### src/rtl/branch_resolve_if.sv
// Decode/fetch/writeback-facing signal bundle of the branch resolve controller.
// The slave modport is the controller; the master modport is the core-side driver.
interface branch_resolve_if #(
  parameter int XLEN = 32
);
  logic            in_valid;
  logic            in_ready;
  logic [1:0]      op;
  logic [2:0]      func3;
  logic [XLEN-1:0] pc;
  logic [XLEN-1:0] rs1;
  logic [XLEN-1:0] rs2;
  logic [XLEN-1:0] imm;
  logic            redirect_valid;
  logic            redirect_ready;
  logic [XLEN-1:0] redirect_pc;
  logic            flush;
  logic            done_valid;
  logic            taken;
  logic [XLEN-1:0] link;
  logic [1:0]      exc;

  modport slave (
    input  in_valid, op, func3, pc, rs1, rs2, imm, redirect_ready,
    output in_ready, redirect_valid, redirect_pc, flush, done_valid, taken, link, exc
  );

  modport master (
    output in_valid, op, func3, pc, rs1, rs2, imm, redirect_ready,
    input  in_ready, redirect_valid, redirect_pc, flush, done_valid, taken, link, exc
  );
endinterface

### src/rtl/branch_resolve_ctrl.sv
// Branch/jump resolution sequencer: evaluate condition, redirect fetch, hold a
// flush window, then report taken/link/exception to writeback.
//
// state      | meaning
// S_IDLE     | ready for a new control-transfer op
// S_EVAL     | condition, target and link computed from the captured op
// S_REDIRECT | redirect_valid held until fetch accepts
// S_FLUSH    | flush held for FLUSH_CYCLES cycles via down-counter
// S_DONE     | one-cycle completion pulse to writeback
module branch_resolve_ctrl #(
  parameter int XLEN         = 32,
  parameter int FLUSH_CYCLES = 2
) (
  input  logic          clk,
  input  logic          rst,
  branch_resolve_if.slave bus
);

  typedef enum logic [2:0] {S_IDLE, S_EVAL, S_REDIRECT, S_FLUSH, S_DONE} state_e;

  localparam int CW = (FLUSH_CYCLES > 1) ? $clog2(FLUSH_CYCLES) : 1;
  localparam logic [CW-1:0] CNT_LOAD = (FLUSH_CYCLES > 0) ? CW'(FLUSH_CYCLES - 1) : '0;

  state_e          state_q, state_d;
  logic [1:0]      op_q, op_d;
  logic [2:0]      func3_q, func3_d;
  logic [XLEN-1:0] pc_q, pc_d, rs1_q, rs1_d, rs2_q, rs2_d, imm_q, imm_d;
  logic [XLEN-1:0] target_q, target_d, link_q, link_d;
  logic [1:0]      exc_q, exc_d;
  logic            taken_q, taken_d;
  logic [CW-1:0]   cnt_q, cnt_d;

  logic            cond;
  logic            take;
  logic            illegal;
  logic [XLEN-1:0] jalr_sum;
  logic [XLEN-1:0] target;

  always_comb begin
    cond     = 1'b0;
    take     = 1'b0;
    illegal  = 1'b0;
    jalr_sum = rs1_q + imm_q;
    target   = pc_q + imm_q;
    case (func3_q)
      3'b000:  cond = (rs1_q == rs2_q);
      3'b001:  cond = (rs1_q != rs2_q);
      3'b100:  cond = ($signed(rs1_q) <  $signed(rs2_q));
      3'b101:  cond = ($signed(rs1_q) >= $signed(rs2_q));
      3'b110:  cond = (rs1_q <  rs2_q);
      3'b111:  cond = (rs1_q >= rs2_q);
      default: cond = 1'b0;
    endcase
    case (op_q)
      2'b00: begin
        take    = cond;
        illegal = (func3_q[2:1] == 2'b01);
      end
      2'b01: take = 1'b1;
      2'b10: begin
        take   = 1'b1;
        target = {jalr_sum[XLEN-1:1], 1'b0};
      end
      default: illegal = 1'b1;
    endcase
  end

  always_comb begin
    state_d  = state_q;
    op_d     = op_q;
    func3_d  = func3_q;
    pc_d     = pc_q;
    rs1_d    = rs1_q;
    rs2_d    = rs2_q;
    imm_d    = imm_q;
    target_d = target_q;
    link_d   = link_q;
    exc_d    = exc_q;
    taken_d  = taken_q;
    cnt_d    = cnt_q;
    case (state_q)
      S_IDLE: begin
        if (bus.in_valid) begin
          op_d    = bus.op;
          func3_d = bus.func3;
          pc_d    = bus.pc;
          rs1_d   = bus.rs1;
          rs2_d   = bus.rs2;
          imm_d   = bus.imm;
          exc_d   = 2'b00;
          taken_d = 1'b0;
          state_d = S_EVAL;
        end
      end
      S_EVAL: begin
        target_d = target;
        link_d   = pc_q + XLEN'(4);
        if (illegal) begin
          exc_d   = 2'b01;
          state_d = S_DONE;
        end else if (take && target[1]) begin
          exc_d   = 2'b10;
          state_d = S_DONE;
        end else if (take) begin
          state_d = S_REDIRECT;
        end else begin
          state_d = S_DONE;
        end
      end
      S_REDIRECT: begin
        if (bus.redirect_ready) begin
          taken_d = 1'b1;
          if (FLUSH_CYCLES > 0) begin
            cnt_d   = CNT_LOAD;
            state_d = S_FLUSH;
          end else begin
            state_d = S_DONE;
          end
        end
      end
      S_FLUSH: begin
        if (cnt_q == '0) state_d = S_DONE;
        else             cnt_d   = cnt_q - 1'b1;
      end
      S_DONE:  state_d = S_IDLE;
      default: state_d = S_IDLE;
    endcase
  end

  always_ff @(posedge clk) begin
    if (rst) begin
      state_q  <= S_IDLE;
      op_q     <= '0;
      func3_q  <= '0;
      pc_q     <= '0;
      rs1_q    <= '0;
      rs2_q    <= '0;
      imm_q    <= '0;
      target_q <= '0;
      link_q   <= '0;
      exc_q    <= '0;
      taken_q  <= 1'b0;
      cnt_q    <= '0;
    end else begin
      state_q  <= state_d;
      op_q     <= op_d;
      func3_q  <= func3_d;
      pc_q     <= pc_d;
      rs1_q    <= rs1_d;
      rs2_q    <= rs2_d;
      imm_q    <= imm_d;
      target_q <= target_d;
      link_q   <= link_d;
      exc_q    <= exc_d;
      taken_q  <= taken_d;
      cnt_q    <= cnt_d;
    end
  end

  // Handshake outputs decode from state only, so no input reaches them combinationally.
  assign bus.in_ready       = (state_q == S_IDLE);
  assign bus.redirect_valid = (state_q == S_REDIRECT);
  assign bus.flush          = (state_q == S_FLUSH);
  assign bus.done_valid     = (state_q == S_DONE);
  assign bus.redirect_pc    = target_q;
  assign bus.taken          = taken_q;
  assign bus.link           = link_q;
  assign bus.exc            = exc_q;

endmodule

### src/flat_wrapper.sv
// flat-port wrapper written by rule: the top's interface ports become plain ports
module branch_resolve_ctrl_flat 
#(
  parameter int XLEN         = 32,
  parameter int FLUSH_CYCLES = 2
)
  (clk, rst, bus_in_valid, bus_op, bus_func3, bus_pc, bus_rs1, bus_rs2, bus_imm, bus_redirect_ready, bus_in_ready, bus_redirect_valid, bus_redirect_pc, bus_flush, bus_done_valid, bus_taken, bus_link, bus_exc);
  branch_resolve_if #(.XLEN(XLEN)) bus_i ();
  input  logic clk;
  input  logic rst;
  input wire logic [$bits(bus_i.in_valid)-1:0] bus_in_valid;
  input wire logic [$bits(bus_i.op)-1:0] bus_op;
  input wire logic [$bits(bus_i.func3)-1:0] bus_func3;
  input wire logic [$bits(bus_i.pc)-1:0] bus_pc;
  input wire logic [$bits(bus_i.rs1)-1:0] bus_rs1;
  input wire logic [$bits(bus_i.rs2)-1:0] bus_rs2;
  input wire logic [$bits(bus_i.imm)-1:0] bus_imm;
  input wire logic [$bits(bus_i.redirect_ready)-1:0] bus_redirect_ready;
  output wire logic [$bits(bus_i.in_ready)-1:0] bus_in_ready;
  output wire logic [$bits(bus_i.redirect_valid)-1:0] bus_redirect_valid;
  output wire logic [$bits(bus_i.redirect_pc)-1:0] bus_redirect_pc;
  output wire logic [$bits(bus_i.flush)-1:0] bus_flush;
  output wire logic [$bits(bus_i.done_valid)-1:0] bus_done_valid;
  output wire logic [$bits(bus_i.taken)-1:0] bus_taken;
  output wire logic [$bits(bus_i.link)-1:0] bus_link;
  output wire logic [$bits(bus_i.exc)-1:0] bus_exc;
  assign bus_i.in_valid = bus_in_valid;
  assign bus_i.op = bus_op;
  assign bus_i.func3 = bus_func3;
  assign bus_i.pc = bus_pc;
  assign bus_i.rs1 = bus_rs1;
  assign bus_i.rs2 = bus_rs2;
  assign bus_i.imm = bus_imm;
  assign bus_i.redirect_ready = bus_redirect_ready;
  assign bus_in_ready = bus_i.in_ready;
  assign bus_redirect_valid = bus_i.redirect_valid;
  assign bus_redirect_pc = bus_i.redirect_pc;
  assign bus_flush = bus_i.flush;
  assign bus_done_valid = bus_i.done_valid;
  assign bus_taken = bus_i.taken;
  assign bus_link = bus_i.link;
  assign bus_exc = bus_i.exc;
  branch_resolve_ctrl #(.XLEN(XLEN), .FLUSH_CYCLES(FLUSH_CYCLES)) u_core (.clk(clk), .rst(rst), .bus(bus_i));
endmodule
### config.mk
export PLATFORM = sky130hd
export DESIGN_NAME = branch_resolve_ctrl_flat
export DESIGN_NICKNAME = d
export VERILOG_FILES = /design/src/rtl/branch_resolve_if.sv /design/src/rtl/branch_resolve_ctrl.sv /design/src/flat_wrapper.sv
export SDC_FILE = /design/constraint.sdc
export NUM_CORES = 1
export LEC_CHECK = 0
export BUFFER_PORTS_ARGS = -buffer_cell sky130_fd_sc_hd__buf_2
export CORE_MARGIN = 2
export CORE_UTILIZATION = 45
export DETAILED_ROUTE_END_ITERATION = 16
export GPL_TIMING_DRIVEN = 0
export PLACE_DENSITY_LB_ADDON = 0.05
export SYNTH_ARGS = -nofsm -noshare
export SYNTH_HDL_FRONTEND = slang
export SYNTH_SLANG_ARGS = --single-unit
### constraint.sdc
create_clock -name clk -period 3.8 [get_ports clk]
set_clock_uncertainty 0.2 [all_clocks]
set_input_delay 0.19 -clock clk [delete_from_list [all_inputs] [get_ports clk]]
set_output_delay 0.19 -clock clk [all_outputs]
set_load 0.005 [all_outputs]
# ---- Word-level counts from Yosys, hierarchy flattened
# Cells that the tools add are included.
dict set report totals {
  register_bits 204
  inputBits 137
  out_inout_bits 71
}
dict set report classes {
  n_addsub 4
  order_cmp 4
  n_eq_ne 18
  n_mux 20
  reduce_logical 13
}
# operator n
set ops {}
lappend ops {{adder 32 bit} 2}
lappend ops {{>= comparator 32 bit} 2}
lappend ops {{< comparator 32 bit} 2}
lappend ops {{adder 32 x 3 -> 32 bit, second input constant} 1}
lappend ops {{equality test 32 bit} 1}
lappend ops {{2-to-1 mux 32 bit} 1}
lappend ops {{inequality test 32 bit} 1}
lappend ops {{2-to-1 mux 3 bit} 6}
lappend ops {{equality test 3 bit, second input constant} 5}
lappend ops {{one-hot mux 3 bit (4 select lines)} 1}
lappend ops {{AND reduction 3 bit} 3}
lappend ops {{one-hot mux 1 bit (2 select lines)} 4}
lappend ops {{equality test 3 x 1 -> 1 bit, second input constant} 2}
lappend ops {{equality test 3 x 2 -> 1 bit, second input constant} 2}
lappend ops {{logical NOT 3 bit} 2}
lappend ops {{2-to-1 mux 2 bit} 3}
lappend ops {{inequality test 2 bit, second input constant} 3}
lappend ops {{one-hot mux 1 bit (6 select lines)} 1}
lappend ops {{nonzero test 2 bit} 3}
lappend ops {{equality test 2 x 1 -> 1 bit, second input constant} 2}
lappend ops {{one-hot mux 2 bit (2 select lines)} 1}
lappend ops {{AND reduction 2 bit} 2}
lappend ops {{2-to-1 mux 1 bit} 3}
lappend ops {{inequality test 3 x 1 -> 1 bit, second input constant} 1}
lappend ops {{other kinds (5)} 5}

# ---- Logic depth before layout (Yosys ltp)
dict set report depth {
  depth_word 7
  mapped_depth 13
  mapped_depth_nobuf 13
}

# ---- Least setup slack after synthesis
# Ideal clock, no wire load.
dict set report synth_timing {
  kind {register to register}
  from {reg u_core.imm_q[0]}
  to {reg u_core.target_q[28], in the netlist u_core.bus.redirect_pc[28]}
  setup_ns 0.096
  t_arrival_ns 2.812
  required_ns 3.504
  slack_ns 0.692
  path_stages_with_launch 14
  n_path_buf 0
  path_cell_list {dfxtp_1 > ha_1 > inv_1 > fa_1 > nor2b_4 > o31a_1 > o21ai_2 > a31o_4 > o31ai_4 > a31oi_4 > o31ai_4 > a31o_4 > a21oi_2 > o41ai_2}
}
dict set report synth_between {
  elab_chain_len 2
  word_cells_on_any_way 3
  cone_classes {2 x add/sub; 1 x mux}
}
# element line_no
set synth_rtl {}
lappend synth_rtl {{from (decl)} branch_resolve_ctrl.sv:27} ;# logic [XLEN-1:0] pc_q, pc_d, rs1_q, rs1_d, rs2_q, rs2_d, imm_q, imm_d;
lappend synth_rtl {{from (signal assigned)} branch_resolve_ctrl.sv:151} ;# imm_q <= imm_d;
lappend synth_rtl {{adder 32 bit (on tied branches)} {branch_resolve_ctrl.sv:44, branch_resolve_ctrl.sv:43}}
lappend synth_rtl {{2-to-1 mux 32 bit *} branch_resolve_ctrl.sv:54} ;# case (op_q)
lappend synth_rtl {{to (signal assigned)} branch_resolve_ctrl.sv:152} ;# target_q <= target_d;
lappend synth_rtl {{to (decl)} branch_resolve_ctrl.sv:28} ;# logic [XLEN-1:0] target_q, target_d, link_q, link_d;
# Every way passes the cells marked *; elsewhere a longest branch is shown, timed or not.
# A chain may end at the register's enable or synchronous reset.

# ---- Worst setup path in the final report
dict set report layout_timing {
  from {reg u_core.imm_q[1]}
  to {reg u_core.target_q[31], in the netlist u_core.bus.redirect_pc[31]}
}
# Same word-level chain as after synthesis.

==> key figures <==
Clock tree
  – Clock latency on the worst-skew pair: 0.52 ns
  – CTS max path bufs: 3
  – Post-CTS Resized: 0
  – Cts bufs inserted: 24
  – H-tree levels: 1
  – Clock sink total: 204
  – Setup Buffers After CTS: 0
  – CTS root buf: clkbuf_16
  – CTS tree: built
  – Clock slew at reported path FFs: 0.06 ns

Logic synthesis
  – Post-synth EDFFs: 0
  – Warnings, synthesis: 0
  – Post-synthesis adder-cell area fraction: 0.107
  – Syn Nets: 1746
  – Synth Register Bits: 204
  – Area share of the largest cell type after synthesis: 0.348
  – Synth top cells by count: nand2_1, a21oi_1, dfxtp_1, nor2_1, ha_1
  – Area leader, netlist: dfxtp_1
  – Async SR Flop Fraction: 0
  – Register area share after synthesis: 0.348
  – Mapped Cells: 1510
  – Synth area leaders: dfxtp_1, nand2_1, ha_1, a21oi_1, nor2_1
  – Post-Syn Area: 11700 µm²
  – Area share of and/or/nand/nor cells after synthesis: 0.213
  – Yosys cell types: 85
  – Compound-cell area share of the yosys netlist: 0.224
  – Syn_area_per_cell: 7.77 µm²
  – Largest family of logic cells by synthesized area: compound AO/OA/AOI/OAI gates
  – Xor/xnor cell area share of the yosys netlist: 0.0575
  – Ys flop type: dfxtp_1
  – Mux cell area share after synthesis: 0.00608
  – Count leader, synth: nand2_1

Pwr
  – Pleak: 0.00672 µW
  – Pwr Density: 406 nW/µm²
  – Maximum vdd drop: 279 µV
  – Switch Pwr: 1940 µW
  – Sequential fraction of design power: 0.400
  – Switch share: 0.312
  – Gate power share: 0.234
  – Pwr Total: 6220 µW
  – Internal: 4280 µW
  – Clock power share: 0.366

Die
  – Die area: 27400 µm²
  – Row cnt: 59
  – Die Y-Extent: 165 µm
  – Boundary Pins: 208
  – Die width: 165 µm
  – Initial Utilization: 0.454
  – Core area: 25800 µm²

Global route
  – Via count of the first global-routing pass: 11100
  – Initial antenna violation count: 0
  – GRT overflow: 0
  – Overall Global Routing Usage: 0.288
  – Largest net degree at the start of global routing: 13
  – First-pass GRT wire length: 60.3 mm

Final layout
  – Diodes inserted: 0
  – Fin nets: 2114
  – Layout cell share with drive strength beyond 1: 0.148
  – P&R area growth vs syn: 30.6%
  – Fillers: 2483
  – Final Cell Area: 15300 µm²
  – Non-Filler Instances: 2229

Placed design
  – Global placer's final weighted congestion: 0.904
  – IO buf count: 206
  – Cell count after placement: 2051
  – Post-Place Setup Slack: 0.283 ns
  – DP Area: 13200 µm²
  – Detailed placer's ending HPWL: 30.3 mm

Timing
  – Worst setup margin: 0.240 ns
  – RSZ-0062 raised after global routing: no
  – Tcrit/Tclk final: 0.937
  – Slew margin rel.: 0.311
  – Max-slew violation count: 0
  – Fin. Hold Viols: 0
  – Setup TNS: 0 ns
  – Worst-margin pin slew: 1.03 ns
  – Maximum clock rate: 281 MHz
  – Setup Viol. Count Final: 0
  – Fin crit period: 3.56 ns

Worst setup path
  – WS Path Type: register to register
  – CP startpoint kind: register
  – Nature of the critical path endpoint: register
  – CP required: 4.01 ns
  – Worst Path Max Fanout: 4
  – Worst path arrival time: 3.77 ns

Routing
  – Final WL: 39.9 mm
  – DRT iter0 DRCs: 718
  – Via count: 11900
  – Drt via density: 5.33
  – Iteration count of the initial detailed-routing pass: 7
  – Routed Antenna Nets: 0
  – Routed wire length per instance: 17.9 µm
  – Drt drc: 0

Hold path
  – Type of the worst min-delay path: register to register

Outcome
  – Status: complete, no violations

Job
  – Max_cap viols: 0
[power groups by stage]
stage	combinational (µW)	sequential, µW	clock [µW]
after floorplan	882	2470	0
after global placement	1320	2530	0
after detailed placement	1330	2530	0
after CTS	1450	2480	2310
after global routing	1620	2510	2410
final	1450	2490	2280
[logic make-up (layout without fill, tap and decap cells)]
family,after synthesis,in the layout
multiplexers,7,7
flip-flops,204,204
XOR/XNOR,77,77
AND/OR/NAND/NOR,574,574
AO/OA/AOI/OAI,420,420
buffers and inverters,129,513
adder cells (fa/ha/maj),99,99
[what timing repair did]
action | in CTS | in global routing
hold endpoints to repair | 145 | 0
hold buffers | 136 | 0
endpoints found under the setup margin | 0 | 0
[path summary, 6_finish.rpt]
path                                            startpoint                         end  slack [ns]  depth (start not counted)
worst min register to register  u_core.bus.redirect_pc[29]  u_core.bus.redirect_pc[29]        0.25                          2
worst max register to register             u_core.imm_q[1]  u_core.bus.redirect_pc[31]        0.24                         11
worst min-delay path            u_core.bus.redirect_pc[29]  u_core.bus.redirect_pc[29]        0.25                          2
worst max-delay path                       u_core.imm_q[1]  u_core.bus.redirect_pc[31]        0.24                         11
[routing by layer]
metal	vias to the layer above	GRT usage	part of all wire
met5	-	0	0
met4	0	0.105	0.035
met3	72	0.0385	0.056
met2	345	0.473	0.45
met1	5473	0.387	0.46
li1	5999	-	-
[cell usage in the layout (no fill, tap or decap), types with 6 or more instances in the layout]
cell / count
a311oi_1: 6
xor2_1: 39
a21oi_1: 218
a211o_1: 6
dlygate4sd3_1: 136
clkbuf_8: 8
clkbuf_16: 25
inv_1: 51
nor2_1: 98
nand4_1: 11
clkbuf_1: 70
a31oi_1: 9
buf_2: 208
and3_1: 11
a211oi_1: 47
nand3_1: 20
nor2b_1: 6
nand2_1: 343
xnor2_1: 38
nor3_1: 27
ha_1: 97
a21o_1: 22
mux2i_1: 6
o211ai_1: 9
o21ai_0: 44
nand2b_1: 9
or3_1: 7
buf_1: 6
dfxtp_1: 204
[per-stage QoR]
| step | util | hold WS [ns] |
|---|---|---|
| floorplan | - | 0.126 |
| global placement | 0.510 | 0.231 |
| detailed placement | 0.510 | 0.235 |
| CTS | 0.593 | 0.233 |
| global route | 0.593 | 0.263 |
| finish | 0.593 | 0.246 |
[worst max-delay path, stage by stage (launching register included)]
cell and delay, ns:
dfxtp_1 0.47, ha_1 0.31, a211oi_2 0.35, o2111ai_2 0.22, nand3b_2 0.13, nand3_2 0.12, or3_1 0.36, a31o_1 0.23
or2_1 0.24, a221o_1 0.32, xnor2_1 0.14, a2111oi_1 0.36
[cell type report]
type,count,area [µm²],share of cell area
timing repair buffer,342,2390,0.156
sequential,204,4080,0.267
clock inverter,3,21.3,0.00139
clock buffer,39,758,0.0495
multi-input combinational,1177,7130,0.465
inverter,52,195,0.0127
tap,335,419,0.0274
buffer,77,322,0.0210
[state kept, by name, summed over array words and instances (netlist names)]
signal                  cells
u_core.rs2_q               32
u_core.bus.redirect_pc     32
u_core.pc_q                32
u_core.imm_q               32
u_core.bus.taken            1
u_core.rs1_q               32
u_core.op_q                 2
u_core.bus.exc              2
u_core.cnt_q                1
u_core.state_q              3
u_core.func3_q              3
u_core.bus.link            32
Note: power is estimated with default switching activity, not from simulation.
